<file path="src/rtl/game_score_fsm.sv">
// Point-by-point game scorer: tracks both players' scores and derives regular
// play, overtime/deuce, advantage and win, with an optional sudden-death cap.
module game_score_fsm #(
  parameter int WIN_SCORE    = 13,
  parameter int SCORE_W      = 6,
  parameter int SUDDEN_DEATH = 0,
  parameter int DC_W         = 4
) (
  input  logic               clk,
  input  logic               reset,
  input  logic               new_game,
  input  logic               p1_point,
  input  logic               p2_point,
  output logic [SCORE_W-1:0] p1_score,
  output logic [SCORE_W-1:0] p2_score,
  output logic [2:0]         state,
  output logic [DC_W-1:0]    deuce_count,
  output logic               sudden_death,
  output logic               game_over,
  output logic               win_pulse,
  output logic               conflict
);

  typedef enum logic [2:0] {
    REGULAR  = 3'b000,
    OVERTIME = 3'b001,
    P1_ADV   = 3'b010,
    P2_ADV   = 3'b011,
    P1_WIN   = 3'b100,
    P2_WIN   = 3'b101
  } state_t;

  localparam logic [SCORE_W-1:0] SCORE_MAX = {SCORE_W{1'b1}};
  localparam logic [DC_W-1:0]    DC_MAX    = {DC_W{1'b1}};
  localparam logic [SCORE_W:0]   WIN_V     = (SCORE_W+1)'(WIN_SCORE);
  localparam logic [SCORE_W:0]   TIE_V     = (SCORE_W+1)'(WIN_SCORE - 1);
  localparam logic [DC_W:0]      CAP_V     = (DC_W+1)'(SUDDEN_DEATH);
  localparam logic               SD_EN     = (SUDDEN_DEATH != 0);

  state_t             cur_state, nxt_state;
  logic [SCORE_W-1:0] p1_nxt, p2_nxt;
  logic [DC_W-1:0]    dc_nxt;
  logic               conflict_nxt, win_nxt, over_nxt, sd_nxt;
  logic [SCORE_W:0]   p1_ext, p2_ext;

  function automatic logic [SCORE_W-1:0] sat_score(input logic [SCORE_W-1:0] v);
    return (v == SCORE_MAX) ? v : v + 1'b1;
  endfunction

  function automatic logic [DC_W-1:0] sat_dc(input logic [DC_W-1:0] v);
    return (v == DC_MAX) ? v : v + 1'b1;
  endfunction

  function automatic logic cap_reached(input logic [DC_W-1:0] dc);
    return SD_EN && ({1'b0, dc} >= CAP_V);
  endfunction

  function automatic logic is_win(input state_t s);
    return (s == P1_WIN) || (s == P2_WIN);
  endfunction

  // Unsaturated, one-bit-wider scores so the regular-play win test never sees a wrapped value
  assign p1_ext = {1'b0, p1_score} + {{SCORE_W{1'b0}}, p1_point};
  assign p2_ext = {1'b0, p2_score} + {{SCORE_W{1'b0}}, p2_point};

  always_comb begin
    nxt_state    = cur_state;
    p1_nxt       = p1_score;
    p2_nxt       = p2_score;
    dc_nxt       = deuce_count;
    conflict_nxt = 1'b0;
    if (new_game) begin
      nxt_state = REGULAR;
      p1_nxt    = '0;
      p2_nxt    = '0;
      dc_nxt    = '0;
    end else begin
      case (cur_state)
        REGULAR, OVERTIME, P1_ADV, P2_ADV: begin
          if (p1_point && p2_point) begin
            conflict_nxt = 1'b1;
          end else if (p1_point || p2_point) begin
            if (p1_point) p1_nxt = sat_score(p1_score);
            if (p2_point) p2_nxt = sat_score(p2_score);
            if (cur_state == REGULAR) begin
              if (p1_point && (p1_ext == WIN_V))      nxt_state = P1_WIN;
              else if (p2_point && (p2_ext == WIN_V)) nxt_state = P2_WIN;
              else if ((p1_ext == TIE_V) && (p2_ext == TIE_V)) nxt_state = OVERTIME;
            end else if (cur_state == OVERTIME) begin
              if (cap_reached(deuce_count)) nxt_state = p1_point ? P1_WIN : P2_WIN;
              else                          nxt_state = p1_point ? P1_ADV : P2_ADV;
            end else if (cur_state == P1_ADV) begin
              if (p1_point) begin
                nxt_state = P1_WIN;
              end else begin
                nxt_state = OVERTIME;
                dc_nxt    = sat_dc(deuce_count);
              end
            end else begin
              if (p2_point) begin
                nxt_state = P2_WIN;
              end else begin
                nxt_state = OVERTIME;
                dc_nxt    = sat_dc(deuce_count);
              end
            end
          end
        end
        P1_WIN, P2_WIN: ;
        default: nxt_state = REGULAR;
      endcase
    end
    win_nxt  = is_win(nxt_state) && !is_win(cur_state);
    over_nxt = is_win(nxt_state);
    sd_nxt   = (nxt_state == OVERTIME) && cap_reached(dc_nxt);
  end

  always_ff @(posedge clk or posedge reset) begin
    if (reset) begin
      cur_state    <= REGULAR;
      p1_score     <= '0;
      p2_score     <= '0;
      deuce_count  <= '0;
      win_pulse    <= 1'b0;
      game_over    <= 1'b0;
      sudden_death <= 1'b0;
      conflict     <= 1'b0;
    end else begin
      cur_state    <= nxt_state;
      p1_score     <= p1_nxt;
      p2_score     <= p2_nxt;
      deuce_count  <= dc_nxt;
      win_pulse    <= win_nxt;
      game_over    <= over_nxt;
      sudden_death <= sd_nxt;
      conflict     <= conflict_nxt;
    end
  end

  assign state = cur_state;

endmodule
</file>
<file path="config.mk">
export PLATFORM = sky130hd
export DESIGN_NAME = game_score_fsm
export DESIGN_NICKNAME = d
export VERILOG_FILES = /design/src/rtl/game_score_fsm.sv
export SDC_FILE = /design/constraint.sdc
export NUM_CORES = 1
export LEC_CHECK = 0
export ABC_AREA = 0
export BUFFER_PORTS_ARGS = -buffer_cell sky130_fd_sc_hd__buf_2
export CAP_MARGIN = 25
export CORE_ASPECT_RATIO = 1.4
export CORE_MARGIN = 2
export CORE_UTILIZATION = 25
export CTS_CLUSTER_DIAMETER = 50
export CTS_CLUSTER_SIZE = 28
export DETAILED_ROUTE_END_ITERATION = 6
export GPL_TIMING_DRIVEN = 0
export HOLD_SLACK_MARGIN = 0.02
export PLACE_DENSITY = 0.4
export SETUP_SLACK_MARGIN = 0.15
export SYNTH_ARGS = -nofsm -noshare
export SYNTH_HDL_FRONTEND = slang
export SYNTH_SLANG_ARGS = --single-unit
</file>
<file path="constraint.sdc">
create_clock -name clk -period 2.6 [get_ports clk]
set_input_delay 0.52 -clock clk [delete_from_list [all_inputs] [get_ports clk]]
set_output_delay 0.52 -clock clk [all_outputs]
set_load 0.02 [all_outputs]
</file>
* Word level (Yosys, flattened, before mapping)
Cells that the tools add are included.
** Word-level totals
- Flip-flop bits (word level) :: 22
- Output and inout port bits :: 23
** Operators by class
- Add/subtract/negate cells :: 5
- Eq/ne operators :: 21
- Muxes and demuxes :: 38
- Reductions and logical operators :: 19
** Operators with widths (count)
- two-way mux 6 bit :: 12
- two-way mux 4 bit :: 10
- two-way mux 3 bit :: 11
- equality test 7 x 4 -> 1 bit (second input constant) :: 4
- adder 6 x 1 -> 7 bit :: 2
- adder 6 x 1 -> 6 bit (second input constant) :: 2
- equality test 3 bit (second input constant) :: 4
- equality test 6 bit (second input constant) :: 2
- != test 2 bit (second input constant) :: 5
- AND reduction 5 bit :: 2
- nonzero test 2 bit :: 4
- AND reduction 7 bit :: 1
- equality test 3 x 2 -> 1 bit (second input constant) :: 2
- case mux 3 bit (2 select lines) :: 1
- logical AND 1 bit :: 5
- adder 4 x 1 -> 4 bit (second input constant) :: 1
- equality test 4 bit (second input constant) :: 1
- two-way mux 1 bit :: 4
- OR reduction 4 bit :: 1
- equality test 3 x 1 -> 1 bit (second input constant) :: 1
- zero test 3 bit :: 1
- logical OR 1 bit :: 3
- != test 3 x 2 -> 1 bit (second input constant) :: 1
- != test 3 bit (second input constant) :: 1
- other kinds (2) :: 2

* Longest topological paths before layout
Gate-level depths: netlist of the first run.
- Word-level depth :: 14
- Mapped depth :: 7

* Worst setup path after synthesis of the first run
OpenSTA, ideal clock, no wires.
- Path type :: input to register
- Start :: in p1_point
- End :: reg win_pulse
- Arrival :: 1.970 ns
- Data required time :: 2.504 ns
- Slack :: 0.534 ns
- Stages :: 7
- Cells stage by stage :: ha_1 > ha_1 > xnor2_1 > or3_1 > nor4_2 > a311oi_1 > nor4_2
** On the way
- Word-level cells in the longest chain between the ends :: 14
- Elaborated cells on any way between the ends :: 23
- Classes of those cells :: add/sub: 1; eq/ne: 4; mux: 12; reduce/logical: 6
** RTL lines
- start: declaration :: RTL line 12 : input logic p1_point,
- adder 6 x 1 -> 7 bit :: RTL line 63 : assign p1_ext = {1'b0, p1_score} + {{SCORE_W{1'b0}}, p1_point};
- equality test 7 x 4 -> 1 bit :: RTL line 88 : else if ((p1_ext == TIE_V) && (p2_ext == TIE_V)) nxt_state = OVERTIME;
- logical AND 1 bit :: RTL line 88
- two-way mux 3 bit :: RTL line 88
- two-way mux 3 bit :: RTL line 87 : else if (p2_point && (p2_ext == WIN_V)) nxt_state = P2_WIN;
- two-way mux 3 bit :: RTL line 86 : if (p1_point && (p1_ext == WIN_V)) nxt_state = P1_WIN;
- two-way mux 3 bit :: RTL line 85 : if (cur_state == REGULAR) begin
- two-way mux 3 bit :: RTL line 82 : end else if (p1_point || p2_point) begin
- two-way mux 3 bit (*) :: RTL line 80 : if (p1_point && p2_point) begin
- case mux 3 bit (2 select lines) (*) :: RTL line 78 : case (cur_state)
- two-way mux 3 bit (*) :: RTL line 72 : if (new_game) begin
- equality test 3 bit :: RTL line 59 : return (s == P1_WIN) || (s == P2_WIN);
- logical OR 1 bit (*) :: RTL line 59
- logical AND 1 bit (*) :: RTL line 113 : win_nxt = is_win(nxt_state) && !is_win(cur_state);
- via win_nxt :: RTL line 43 : logic conflict_nxt, win_nxt, over_nxt, sd_nxt;
- end signal: assignment :: RTL line 133 : win_pulse <= win_nxt;
- end: declaration :: RTL line 20 : output logic win_pulse,
The timed path passes the listed nets; every way through them passes the cells marked *.
A chain may end at the register's enable or synchronous reset.

* Worst setup path in the final report of the first run
- Start :: reg p1_score[0]
- End :: reg win_pulse
** On the way
- Word-level cells in the longest chain between the ends :: 14
- Elaborated cells on any way between the ends :: 17
- Classes of those cells :: add/sub: 1; eq/ne: 4; mux: 8; reduce/logical: 4
** RTL lines
- start: declaration :: RTL line 14 : output logic [SCORE_W-1:0] p1_score,
- start signal: assignment :: RTL line 130 : p1_score <= p1_nxt;
- adder 6 x 1 -> 7 bit (*) :: RTL line 63
- equality test 7 x 4 -> 1 bit :: RTL line 88
- logical AND 1 bit :: RTL line 88
- two-way mux 3 bit :: RTL line 88
- two-way mux 3 bit :: RTL line 87
- two-way mux 3 bit (*) :: RTL line 86
- two-way mux 3 bit (*) :: RTL line 85
- two-way mux 3 bit (*) :: RTL line 82
- two-way mux 3 bit (*) :: RTL line 80
- case mux 3 bit (2 select lines) (*) :: RTL line 78
- two-way mux 3 bit (*) :: RTL line 72
- equality test 3 bit :: RTL line 59
- logical OR 1 bit (*) :: RTL line 59
- logical AND 1 bit (*) :: RTL line 113
- via win_nxt :: RTL line 43
Marks and branches as above.

==> results of run 1 <==
layout by cell type, fill, tap and decap left out, types with 3 or more instances in the layout:
cell type,n
mux2i_1,5
nand3_1,6
a21oi_1,4
nand2_1,7
nor2b_1,3
or3_1,4
o21ai_0,3
dfrtp_1,22
clkbuf_8,3
nor2_1,22
inv_1,5
clkbuf_1,4
and3_1,3
xor2_1,8
buf_2,30
nor3b_1,3
nor3_1,5
xnor2_1,6
ha_1,7
state kept, by name, summed over array words and instances, names as in the netlist:
register and flops:
deuce_count 4, state 3, win_pulse 1, p2_score 6, p1_score 6, game_over 1, conflict 1
power groups by stage:
stage	Clock, µW	Sequential (µW)	Combinational (µW)
2_1_floorplan	0	364	48.8
5_1_grt	242	354	87.8
4_1_cts	227	353	78.1
3_3_place_gp	0	360	77.1
6_report	222	353	75.6
3_5_place_dp	0	360	77.7
logic make-up (layout without fill, tap and decap cells):
kind of cell | count (synthesis) | in the layout | synth area share
and+or+nand+nor | 62 | 62 | 0.233
DFF | 22 | 22 | 0.393
xor gates and xnor gates | 14 | 14 | 0.0875
AOI/OAI and AO/OA | 23 | 23 | 0.121
other | 1 | 1 | 0.00268
muxes | 7 | 7 | 0.0518
buffers and inverters | 15 | 44 | 0.0491
adders and majority gates | 7 | 7 | 0.0625
through the flow:
step / setup slack [ns] / hold slack [ns]
after floorplan: 0.534 / 0.509
after global placement: 0.244 / 0.563
after detailed placement: 0.220 / 0.579
after CTS: 0.413 / 0.475
after global routing: 0.276 / 0.537
final: 0.425 / 0.421
worst max-delay path by stage:
stage	cells past startpoint	slack (ns)	from	end
after floorplan	7	0.53	p1_point	win_pulse
after global placement	8	0.24	p2_point	win_pulse
after detailed placement	8	0.22	p2_point	win_pulse
after CTS	7	0.41	p1_score[0]	win_pulse
after global routing	7	0.28	p1_score[0]	state[2]
final	7	0.42	p1_score[0]	win_pulse
layer usage:
| metal | track usage | routed length, µm |
|---|---|---|
| met2 | 0.200 | 1720 |
| met3 | 0.0170 | 122 |
| met5 | 0 | 0 |
| met1 | 0.153 | 1480 |
| met4 | 0.0391 | 36 |
layout make-up:
cell class | count | area share
flip-flops and latches | 22 | 0.332
inverters | 5 | 0.0113
well taps | 68 | 0.0513
clock buffers | 3 | 0.0249
plain buffers | 10 | 0.0302
repair buffers | 26 | 0.0785
multi-input cells | 114 | 0.472
worst max-delay path: cells and delay by family, from the launching register on:
kind	cells	cell delay, ns
fa+ha+maj	2	0.43
simple gates	3	0.94
compound gates	1	0.14
flops	1	0.46
xor+xnor	1	0.12
==> flow_summary.json, run 1 <==
{
  "syn_avg_cell_area_um2": 9.28,
  "slew_viol_final": 0,
  "p_int_uw": 477,
  "fillers": 618,
  "gr-usage-all-layers": 0.119,
  "finalSetupViolCount": 0,
  "cpPeakStageDelay_ns": 0.46,
  "r2r_cells": 7,
  "wl_per_cell_um": 13.5,
  "synth-seq-cells": 22,
  "seqPwrFrac": 0.543,
  "htreeDepth": 1,
  "power_density_mw_per_mm2": 393,
  "port_buffers": 26,
  "path_max_fanout": 5,
  "p_leak_uw": 0.000796,
  "nets": 194,
  "finalCritPeriodShare": 0.837,
  "overflow": 0,
  "synth_edf_count": 0,
  "start_util": 0.257,
  "antenna_found_initial": 0,
  "num_antenna_cells": 0,
  "fin_crit_ns": 2.18,
  "postCtsSetupBuffers": 0,
  "arrival_ns": 2.36,
  "wl_mm": 3.35,
  "grt_max_degree": 23,
  "start_kind": "register",
  "timing.fmax_mhz": 460,
  "status": "finished, final reports clean",
  "vias_per_cell": 4.75,
  "vias": 1179,
  "reg2reg_from": "p1_score[0]",
  "synth_area_mm2": 0.00140,
  "worstPathRequired_ns": 2.78,
  "gp_congestion": 0.731,
  "clock_path_buffers": 2,
  "cts.sinks": 22,
  "grt_pass1_vias": 1203,
  "sw_frac_of_total": 0.268,
  "cts_tree": "built",
  "ant_nets": 0,
  "ff_latch_area_um2": 551,
  "clk_pin_slew_ns": 0.09,
  "total_power_uw": 651,
  "synth_top_area_cell": "dfrtp_1",
  "crit_chain": "ha_1, ha_1, xnor2_1, or3_1, nor4_2, a311oi_1, nor4_2",
  "rsz0062_at_grt": "false",
  "maxCapViolations": 0,
  "drive_gt1_frac": 0.228,
  "async_flop_share": 1.00,
  "ys_types": 41,
  "ys_seq_area_frac": 0.393,
  "cts_buffers": 3,
  "yosys_warnings": 0,
  "switchingPower_uw": 174,
  "firstDrtPassIters": 4,
  "r2r_slack_ns": 0.42,
  "cts_hold_buf": 0,
  "area_growth_pct": 18.3,
  "cp-end-kind": "register",
  "dp.cells": 245,
  "synthCells": 151,
  "clkLatencyLatePin_ns": 0.27,
  "max-vdd-ir-drop_v": 0.000180,
  "r2r-end": "win_pulse",
  "place_area_mm2": 0.00162,
  "dpl.hpwl_mm": 2.50,
  "final_util": 0.304,
  "synth-main-ff-cell": "dfrtp_1",
  "tns_ns": 0,
  "worst_hold_path_type": "input port to async pin",
  "dieHeight_um": 92.6,
  "core_area_mm2": 0.00545,
  "design_area_mm2": 0.00166,
  "tightestPinTransition_ns": 0.870,
  "synth_fp_nets": 163,
  "crit_type": "register to register",
  "skew_ns": 0.00501,
  "drt-initial-drc-count": 24,
  "cts_root_buf": "clkbuf_8",
  "die_x_um": 67.3,
  "comb_power_share": 0.116,
  "rows": 32,
  "remaining_drc_errors": 0,
  "die_area_mm2": 0.00623,
  "relSlewSlack": 0.419,
  "synth_common_cells": "22 x dfrtp_1, 22 x nor2_1, 8 x xor2_1, 7 x ha_1, 7 x nand2_1",
  "hold_violations": 0,
  "ctsResizeCount": 0,
  "yosys.area.top_type_share": 0.393,
  "clkPwrFrac": 0.341,
  "multi_input_area_um2": 782,
  "layoutNonFillerInstCount": 248,
  "num_io_pins": 28,
  "grt_pass1_wl_mm": 5.70,
  "synth.area.top_cells": "dfrtp_1 39%, ha_1 6.3%, nor2_1 5.9%",
  "slowest_stage": "dfrtp_1"
}
Note: power is estimated with default switching activity, not from simulation.
==> inputs of run 2 (changes only) <==
--- a/config.mk
+++ b/config.mk
@@ -16,7 +16,7 @@
 export DETAILED_ROUTE_END_ITERATION = 6
 export GPL_TIMING_DRIVEN = 0
 export HOLD_SLACK_MARGIN = 0.02
-export PLACE_DENSITY = 0.4
+export PLACE_DENSITY = 0.41
 export SETUP_SLACK_MARGIN = 0.15
 export SYNTH_ARGS = -nofsm -noshare
 export SYNTH_HDL_FRONTEND = slang
==> constraint.sdc (replaced) <==
create_clock -name clk -period 2 [get_ports clk]
set_input_delay 0.4 -clock clk [delete_from_list [all_inputs] [get_ports clk]]
set_output_delay 0.4 -clock clk [all_outputs]
set_load 0.02 [all_outputs]
==> run 2 against run 1 <==
  * Core utilization up 4.0 points
  * Cell count up 1.6%
  * Sequential power grew 30%
  * Die area is the same
  * Global-route usage is 0.20 points higher
  * Clock power increased by 89%
  * Routed wire length rose by 1.5%
  * Via count about the same
  * Sequential share of layout area shrank 3.7 points
  * Worst setup slack lost 0.29 ns
  * Largest cell class unchanged
  * Largest power group unchanged
  * Combinational power up 71%
  * Flip-flop and latch count is the same
==> flow_summary.json, run 2 (synthesized netlist as in run 1, its figures left out) <==
{
  "cp-end-kind": "register",
  "total_power_uw": 1010,
  "antenna_found_initial": 0,
  "start_util": 0.257,
  "cts.sinks": 22,
  "final_util": 0.344,
  "maxCapViolations": 0,
  "die_area_mm2": 0.00623,
  "rows": 32,
  "gr-usage-all-layers": 0.121,
  "reg2reg_from": "p2_score[0]",
  "overflow": 0,
  "seqPwrFrac": 0.455,
  "slowest_stage": "dfrtp_2",
  "vias_per_cell": 4.68,
  "clkLatencyLatePin_ns": 0.26,
  "area_growth_pct": 33.7,
  "grt_max_degree": 23,
  "worst_hold_path_type": "input port to async pin",
  "worstPathRequired_ns": 2.18,
  "comb_power_share": 0.128,
  "p_int_uw": 772,
  "wl_per_cell_um": 13.5,
  "grt_pass1_wl_mm": 5.85,
  "drt-initial-drc-count": 45,
  "gp_congestion": 0.783,
  "finalCritPeriodShare": 0.930,
  "power_density_mw_per_mm2": 538,
  "num_antenna_cells": 0,
  "nets": 197,
  "num_io_pins": 28,
  "wl_mm": 3.40,
  "tightestPinTransition_ns": 0.878,
  "timing.fmax_mhz": 538,
  "dpl.hpwl_mm": 2.50,
  "sw_frac_of_total": 0.234,
  "path_buf_inv": 0,
  "path_max_fanout": 4,
  "cts_root_buf": "clkbuf_8",
  "cts_buffers": 3,
  "relSlewSlack": 0.414,
  "arrival_ns": 2.04,
  "cp_top_family": "compound AO/OA/AOI/OAI gates",
  "die_x_um": 67.3,
  "grt_pass1_vias": 1209,
  "crit_top_cell": "ha_4",
  "hold_violations": 0,
  "crit_type": "register to register",
  "crit_chain": "ha_4, ha_4, nor2b_2, o21ai_2, a2111oi_4, a311oi_2, nor3_1",
  "finalSetupViolCount": 0,
  "place_area_mm2": 0.00168,
  "firstDrtPassIters": 4,
  "rsz0062_at_grt": "true",
  "clkPwrFrac": 0.417,
  "r2r_slack_ns": 0.14,
  "clock_path_buffers": 2,
  "core_area_mm2": 0.00545,
  "clk_pin_slew_ns": 0.09,
  "remaining_drc_errors": 0,
  "ant_nets": 0,
  "fillers": 589,
  "cpPeakStageDelay_ns": 0.43,
  "fin_crit_ns": 1.86,
  "htreeDepth": 1,
  "dieHeight_um": 92.6,
  "critPathLaunch": "p2_score[0]",
  "slew_viol_final": 0,
  "switchingPower_uw": 236,
  "final_common_cell": "buf_2",
  "layout_common_cells": "30 x buf_2, 21 x nor2_1, 20 x dfrtp_1",
  "skew_ns": 0.00752,
  "cts_hold_buf": 0,
  "status": "finished, final reports clean",
  "cts_tree": "built",
  "max-vdd-ir-drop_v": 0.000339,
  "drive_gt1_frac": 0.337,
  "p_leak_uw": 0.000841,
  "start_kind": "register",
  "vias": 1180,
  "design_area_mm2": 0.00187,
  "tns_ns": 0,
  "reg_top3": "p1_score: 6 flops, p2_score: 6 flops, deuce_count: 4 flops",
  "port_buffers": 26
}
## run 2: final cells by class
class,count,area (µm²),share of cell area
inverters,5,18.8,0.0100
repair buffers,29,165,0.0882
well taps,68,85.1,0.0454
clock buffers,3,41.3,0.0220
plain buffers,10,50.0,0.0267
clock inverters,1,30.0,0.0160
flip-flops and latches,22,553,0.295
multi-input cells,114,930,0.496
## run 2: layer usage
layer  global-route usage  wire (µm)  up-vias
met1                0.145       1500      560
met5                    0          0        -
li1                     -          -      597
met4               0.0408         43        0
met2                0.215       1770       19
met3               0.0158         94        4
## run 2: timing repair
action,4_1_cts,5_1_grt
endpoints found under the hold margin,0,0
pin swaps,2,6
gates resized for setup,7,8
setup buffers,2,1
setup endpoints to repair,4,14
## run 2: worst paths after layout
| path | end | cells past startpoint |
|---|---|---|
| worst max register to register | game_over | 7 |
| max in group asynchronous | p1_score[0] | 2 |
| worst min-delay path | p1_score[2] | 2 |
| worst max-delay path | game_over | 7 |
| min in group clk | state[0] | 4 |
| worst min register to register | deuce_count[3] | 2 |
## run 2: power groups by stage
stage	clock network (µW)	registers (µW)	logic (µW)
after floorplan	0	476	70.6
after global placement	0	470	110
after detailed placement	0	471	112
after CTS	437	459	125
after global routing	457	460	145
final	420	458	129
## run 2: worst reg2reg max path, stage by stage, from the launching register on
cell and delay, ns:
dfrtp_2 0.43, ha_4 0.18, ha_4 0.18, nor2b_2 0.12, o21ai_2 0.08, a2111oi_4 0.41
a311oi_2 0.19, nor3_1 0.19
## run 2: metrics by stage
stage	hold slack (ns)	instances	setup WS (ns)
floorplan	0.389	151	0.106
CTS	0.353	251	0.0747
global route	0.395	252	0.0414
detailed placement	0.580	245	-0.177
global placement	0.560	245	-0.147
finish	0.302	252	0.140
